===== config.mk =====
export PLATFORM = sky130hd
export DESIGN_NAME = cordic_core
export DESIGN_NICKNAME = d
export VERILOG_FILES = /design/src/rtl/cordic_core.sv
export SDC_FILE = /design/constraint.sdc
export NUM_CORES = 1
export LEC_CHECK = 0
export CORE_ASPECT_RATIO = 0.5
export CORE_UTILIZATION = 40
export DETAILED_ROUTE_END_ITERATION = 10
export HOLD_SLACK_MARGIN = 0.08
export SYNTH_ARGS = -nofsm -noshare
export SYNTH_HDL_FRONTEND = slang
export SYNTH_SLANG_ARGS = --single-unit
export TNS_END_PERCENT = 30

===== constraint.sdc =====
create_clock -name clk -period 11.7 [get_ports clk]
set_input_delay 2.34 -clock clk [delete_from_list [all_inputs] [get_ports clk]]
set_output_delay 2.34 -clock clk [all_outputs]
set_load 0.03 [all_outputs]

===== src/rtl/cordic_core.sv =====
// cordic_core: iterative CORDIC engine, rotation mode (sin/cos/tan) and vectoring mode (atan2).
// Results carry the CORDIC gain; the downstream stage removes it.
module cordic_core #(
  parameter int ITER = 16,
  parameter int W    = 24,
  parameter int GW   = 26
) (
  input  logic         clk,
  input  logic         rst,
  input  logic         valid_in,
  input  logic [3:0]   select,
  input  logic [W-1:0] x_in,
  input  logic [W-1:0] y_in,
  input  logic [W-1:0] angle_in,
  output logic         ready_out,
  output logic [W-1:0] x,
  output logic [W-1:0] y,
  output logic [W-1:0] angle,
  output logic [3:0]   select_out,
  output logic         valid_out
);
  localparam int CW = $clog2(ITER);
  localparam logic [CW-1:0] LAST = CW'(ITER - 1);
  localparam logic signed [W-1:0] PI = W'(32'h3243F7);
  localparam logic signed [W-1:0] HPI = W'(32'h1921FC);
  localparam logic signed [W-1:0] NHPI = -HPI;
  localparam logic signed [GW-1:0] ONE = GW'(32'h100000);
  localparam logic [W-1:0] SMAX = {1'b0, {(W-1){1'b1}}};
  localparam logic [W-1:0] SMIN = {1'b1, {(W-1){1'b0}}};

  typedef enum logic [1:0] {IDLE, ROTATE, DONE} state_t;

  function automatic logic [W-1:0] atan_val(input int k);
    return k == 0 ? W'(32'h0C90FE) : k == 1 ? W'(32'h076B1A) : k == 2 ? W'(32'h03EB6F) :
           k == 3 ? W'(32'h01FD5C) : k == 4 ? W'(32'h00FFAB) : k == 5 ? W'(32'h007FF5) :
           k == 6 ? W'(32'h003FFF) : W'(32'd1 << (20 - k));
  endfunction

  // in-range when all bits above the output sign bit agree with it
  function automatic logic [W-1:0] sat(input logic signed [GW-1:0] v);
    return (&v[GW-1:W-1] || ~|v[GW-1:W-1]) ? v[W-1:0] : v[GW-1] ? SMIN : SMAX;
  endfunction

  state_t r_state, w_next;
  logic signed [GW-1:0] r_x, r_y;
  logic signed [W-1:0]  r_z;
  logic [CW-1:0]        r_i;
  logic                 r_vec, r_neg;
  logic [3:0]           r_sel;
  logic [W-1:0]         w_atan [ITER];
  logic signed [GW-1:0] w_xe, w_ye, w_x0, w_y0, w_xs, w_ys, w_xf, w_yf;
  logic signed [W-1:0]  w_ang, w_zr, w_z0;
  logic                 w_vec, w_hi, w_lo, w_d;

  for (genvar k = 0; k < ITER; k++) begin : g_atan
    assign w_atan[k] = atan_val(k);
  end

  assign ready_out = r_state == IDLE;
  assign w_vec = select == 4'b1000;
  assign w_ang = angle_in;
  assign w_hi = w_ang > HPI;
  assign w_lo = w_ang < NHPI;
  assign w_zr = w_hi ? w_ang - PI : w_lo ? w_ang + PI : w_ang;
  assign w_xe = {{(GW-W){x_in[W-1]}}, x_in};
  assign w_ye = {{(GW-W){y_in[W-1]}}, y_in};
  // vectoring with x<0: reflect into the right half-plane and preload +/-pi
  assign w_x0 = !w_vec ? ONE : x_in[W-1] ? -w_xe : w_xe;
  assign w_y0 = !w_vec ? '0 : x_in[W-1] ? -w_ye : w_ye;
  assign w_z0 = !w_vec ? w_zr : !x_in[W-1] ? '0 : y_in[W-1] ? -PI : PI;
  assign w_d = r_vec ? r_y[GW-1] : !r_z[W-1];
  assign w_xs = r_x >>> r_i;
  assign w_ys = r_y >>> r_i;
  assign w_xf = (!r_vec && r_neg) ? -r_x : r_x;
  assign w_yf = (!r_vec && r_neg) ? -r_y : r_y;

  always_comb begin
    w_next = r_state == IDLE ? (valid_in ? ROTATE : IDLE) :
             r_state == ROTATE ? (r_i == LAST ? DONE : ROTATE) : IDLE;
  end

  always_ff @(posedge clk) begin
    if (rst) begin
      r_state    <= IDLE;
      x          <= '0;
      y          <= '0;
      angle      <= '0;
      select_out <= '0;
      valid_out  <= 1'b0;
    end else begin
      r_state   <= w_next;
      valid_out <= r_state == DONE;
      if (r_state == IDLE && valid_in) begin
        r_x   <= w_x0;
        r_y   <= w_y0;
        r_z   <= w_z0;
        r_i   <= '0;
        r_vec <= w_vec;
        r_neg <= !w_vec && (w_hi || w_lo);
        r_sel <= select;
      end
      if (r_state == ROTATE) begin
        r_x <= w_d ? r_x - w_ys : r_x + w_ys;
        r_y <= w_d ? r_y + w_xs : r_y - w_xs;
        r_z <= w_d ? r_z - w_atan[r_i] : r_z + w_atan[r_i];
        r_i <= r_i + 1'b1;
      end
      if (r_state == DONE) begin
        x          <= sat(w_xf);
        y          <= sat(w_yf);
        angle      <= r_z;
        select_out <= r_sel;
      end
    end
  end
endmodule


==> results.tsv <==
metric	value	unit
status	completed	
synth-edff-count	86	
worst-path-max-fanout	89	
area_growth	12.91	%
drive_above_1_share	7.578	%
clk_pin_slew	0.08	ns
setup_violations	0	
cp-start-kind	register	
min_period_over_period	52.76	%
finalMaxSlewViolations	0	
rows	54	
fin_area	20490	um2
period_needed	6.173	ns
synthArstFlopShare	0	%
relSlewSlack	26.48	%
powerDensity	176.1	nW/um2
via_per_inst	6.049	
arrival	6.38	ns
dieWidth	303.2	um
portBuffers	156	
worstPathRequired	11.91	ns
wl	58080	um
drc	0	
cts_setup_buffers	0	
syn-num-nets	2418	
io_pins	157	
clockBufferDepth	2	
min_path_type	reg -> reg	
grt.overflow.total	0	
holdWs	0.4558	ns
ctsResizeCount	0	
final_util	46.44	%
yosysUniqueCellTypes	88	
fillers	4364	
finalSetupTns	0	ns
dr.pass1.iters	7	
clock_latency	0.46	ns
holdPathStages	2	
leakage	0.007564	uW
crit_path_max_incr_delay	0.88	ns
grt_max_degree	90	
rsz0062_at_grt	false	
tightest_slew	1.098	ns
tritoncts	yes	
htreeDepth	4	
synth_flop_cell	edfxtp_1	
critical_path.slowest_cell	clkinv_1	
cts-root-buf	clkbuf_16	
diodes	0	
final_common_cell	nand2_1	
crit_path_cell_trace	buf_4 -> clkinv_1 -> ha_1 -> nor2_1 -> a31oi_1 -> nand3_1 -> or3_1 -> o21ai_1 -> xnor2_1 -> ha_1 -> a21o_1 -> a21oi_1 -> o211ai_1 -> a21oi_1 -> a21oi_1 -> o41ai_1 -> nor3_1	
synthCells	2241	
skew	0.01189	ns
dieHeight	152.6	um
syn_area_per_cell	8.097	um2
synth-seq-cells	165	
core-area	44120	um2
finalHoldViolations	0	
vias	17450	
clock_sinks	165	
grt_pass1_vias	15960	
hold_buffers	0	
vdd.ir_drop.worst	0.00007668	V
end_kind	register	
place_area	19900	um2
numCtsBuffers	17	
path_common_cell	a21oi_1	
yosys_warnings	0	
gp_congestion	0.9502	
drv_cap	0	
place_ws	5.681	ns
wl_per_cell	20.14	um
layout_setup_ws	5.527	ns
start_util	41.13	%
hpwlAfterDp	42370	um
mostFrequentLayoutCells	269 x nand2_1, 189 x nor2_1, 180 x a21oi_1	
die_area	46270	um2
r2r_cells	17	
antenna_found_initial	1	
synthesis.area	18150	um2
fmax	162.0	MHz
grt_pass1_wl	90590	um
yosysSeqAreaShare	22.95	%
ant_nets	0	
grt_usage	24.75	%
drtIter0Drc	1694	
fin_nets	2460	
critPathKind	reg -> reg	
worst max-delay path, delay by kind of cell, from the launching register on:
| kind | cells | cell delay [ns] |
|---|---|---|
| AOI/OAI and AO/OA | 8 | 1.95 |
| xor gates and xnor gates | 1 | 0.15 |
| adders and majority gates | 2 | 0.99 |
| buffers and inverters | 2 | 1.68 |
| DFF | 1 | 0.38 |
| and+or+nand+nor | 4 | 0.75 |
registers in the layout (all words and copies together) (netlist names):
name,flops
r_z,24
r_i,4
angle,24
x,24
select_out,4
r_neg,1
r_x,26
r_vec,1
r_sel,4
r_y,26
r_state,2
valid_out,1
y,24
power by group:
| group | internal (uW) | total, uW | switching, uW |
|---|---|---|---|
| Clock | 286 | 577 | 292 |
| Combinational | 933 | 2150 | 1210 |
| Sequential | 708 | 885 | 176 |
| Total | 1930 | 3610 | 1680 |
synthesized netlist by cell type (all sizes together), types with 12 or more instances:
master	number	area, um2
nor3	61	305.3
and3	14	87.58
nor4	16	100.1
ha	95	1189
a31oi	43	269.0
o22ai	47	294.0
nand4b	12	105.1
nor2	189	709.4
clkbuf	119	450.4
or2	15	93.84
a21oi	183	919.6
o211ai	16	120.1
o41ai	12	120.1
mux4	51	1182
nand3	39	195.2
xnor2	111	972.2
and2	12	75.08
buf	40	326.6
inv	63	236.5
xor2	119	1042
nand2b	25	156.4
nand4	15	93.84
edfxtp	86	2582
o31ai	37	291.5
a21o	32	240.2
or3	19	118.9
nor2b	21	131.4
nand2	270	1016
dfxtp	79	1582
o21ai	123	615.6
a211oi	67	508.0
mux2i	50	513.0
mux2	27	304.0
o21a	14	105.1
cell families (layout without fill, tap and decap cells):
group	Yosys count	count (layout)	synth area share, %
and+or+nand+nor	742	742	19.38
AOI/OAI and AO/OA	652	652	22.97
xor gates and xnor gates	230	230	11.10
buffers and inverters	226	281	5.702
DFF	165	165	22.95
muxes	128	128	11.02
adders and majority gates	98	98	6.881
layer usage:
metal  wire, um  up-vias  part of all wire (%)  GRT usage, %
met4        888        2                   1.5         5.264
met1      26960     8348                    46         36.18
met5          9        -                 0.015             0
li1           -     8343                     -             -
met2      24930      683                    43         36.61
met3       5292       70                   9.1         5.788
worst paths after layout:
check	from	endpoint	slack [ns]
hold reg to reg	select_out[3]	select_out[3]	0.46
setup / recovery	r_i[2]	r_z[23]	5.53
setup reg to reg	r_i[2]	r_z[23]	5.53
hold / removal	select_out[3]	select_out[3]	0.46
area by class of cell:
cell class / count / area, um2 / share of cell area [%]
multi-input cells: 1850 / 13000 / 63.46
flip-flops and latches: 165 / 4164 / 20.32
repair buffers: 183 / 1754 / 8.561
well taps: 588 / 735.7 / 3.591
clock buffers: 17 / 425.4 / 2.076
inverters: 66 / 247.7 / 1.209
clock inverters: 15 / 160.2 / 0.7816
stage by stage:
step	total power, uW	std cells
2_1_floorplan	2501	2241
3_3_place_gp	2967	2852
3_5_place_dp	2985	2852
4_1_cts	3576	2884
5_1_grt	3862	2884
6_report	3608	2884
Power figures use the tool's default switching activity.
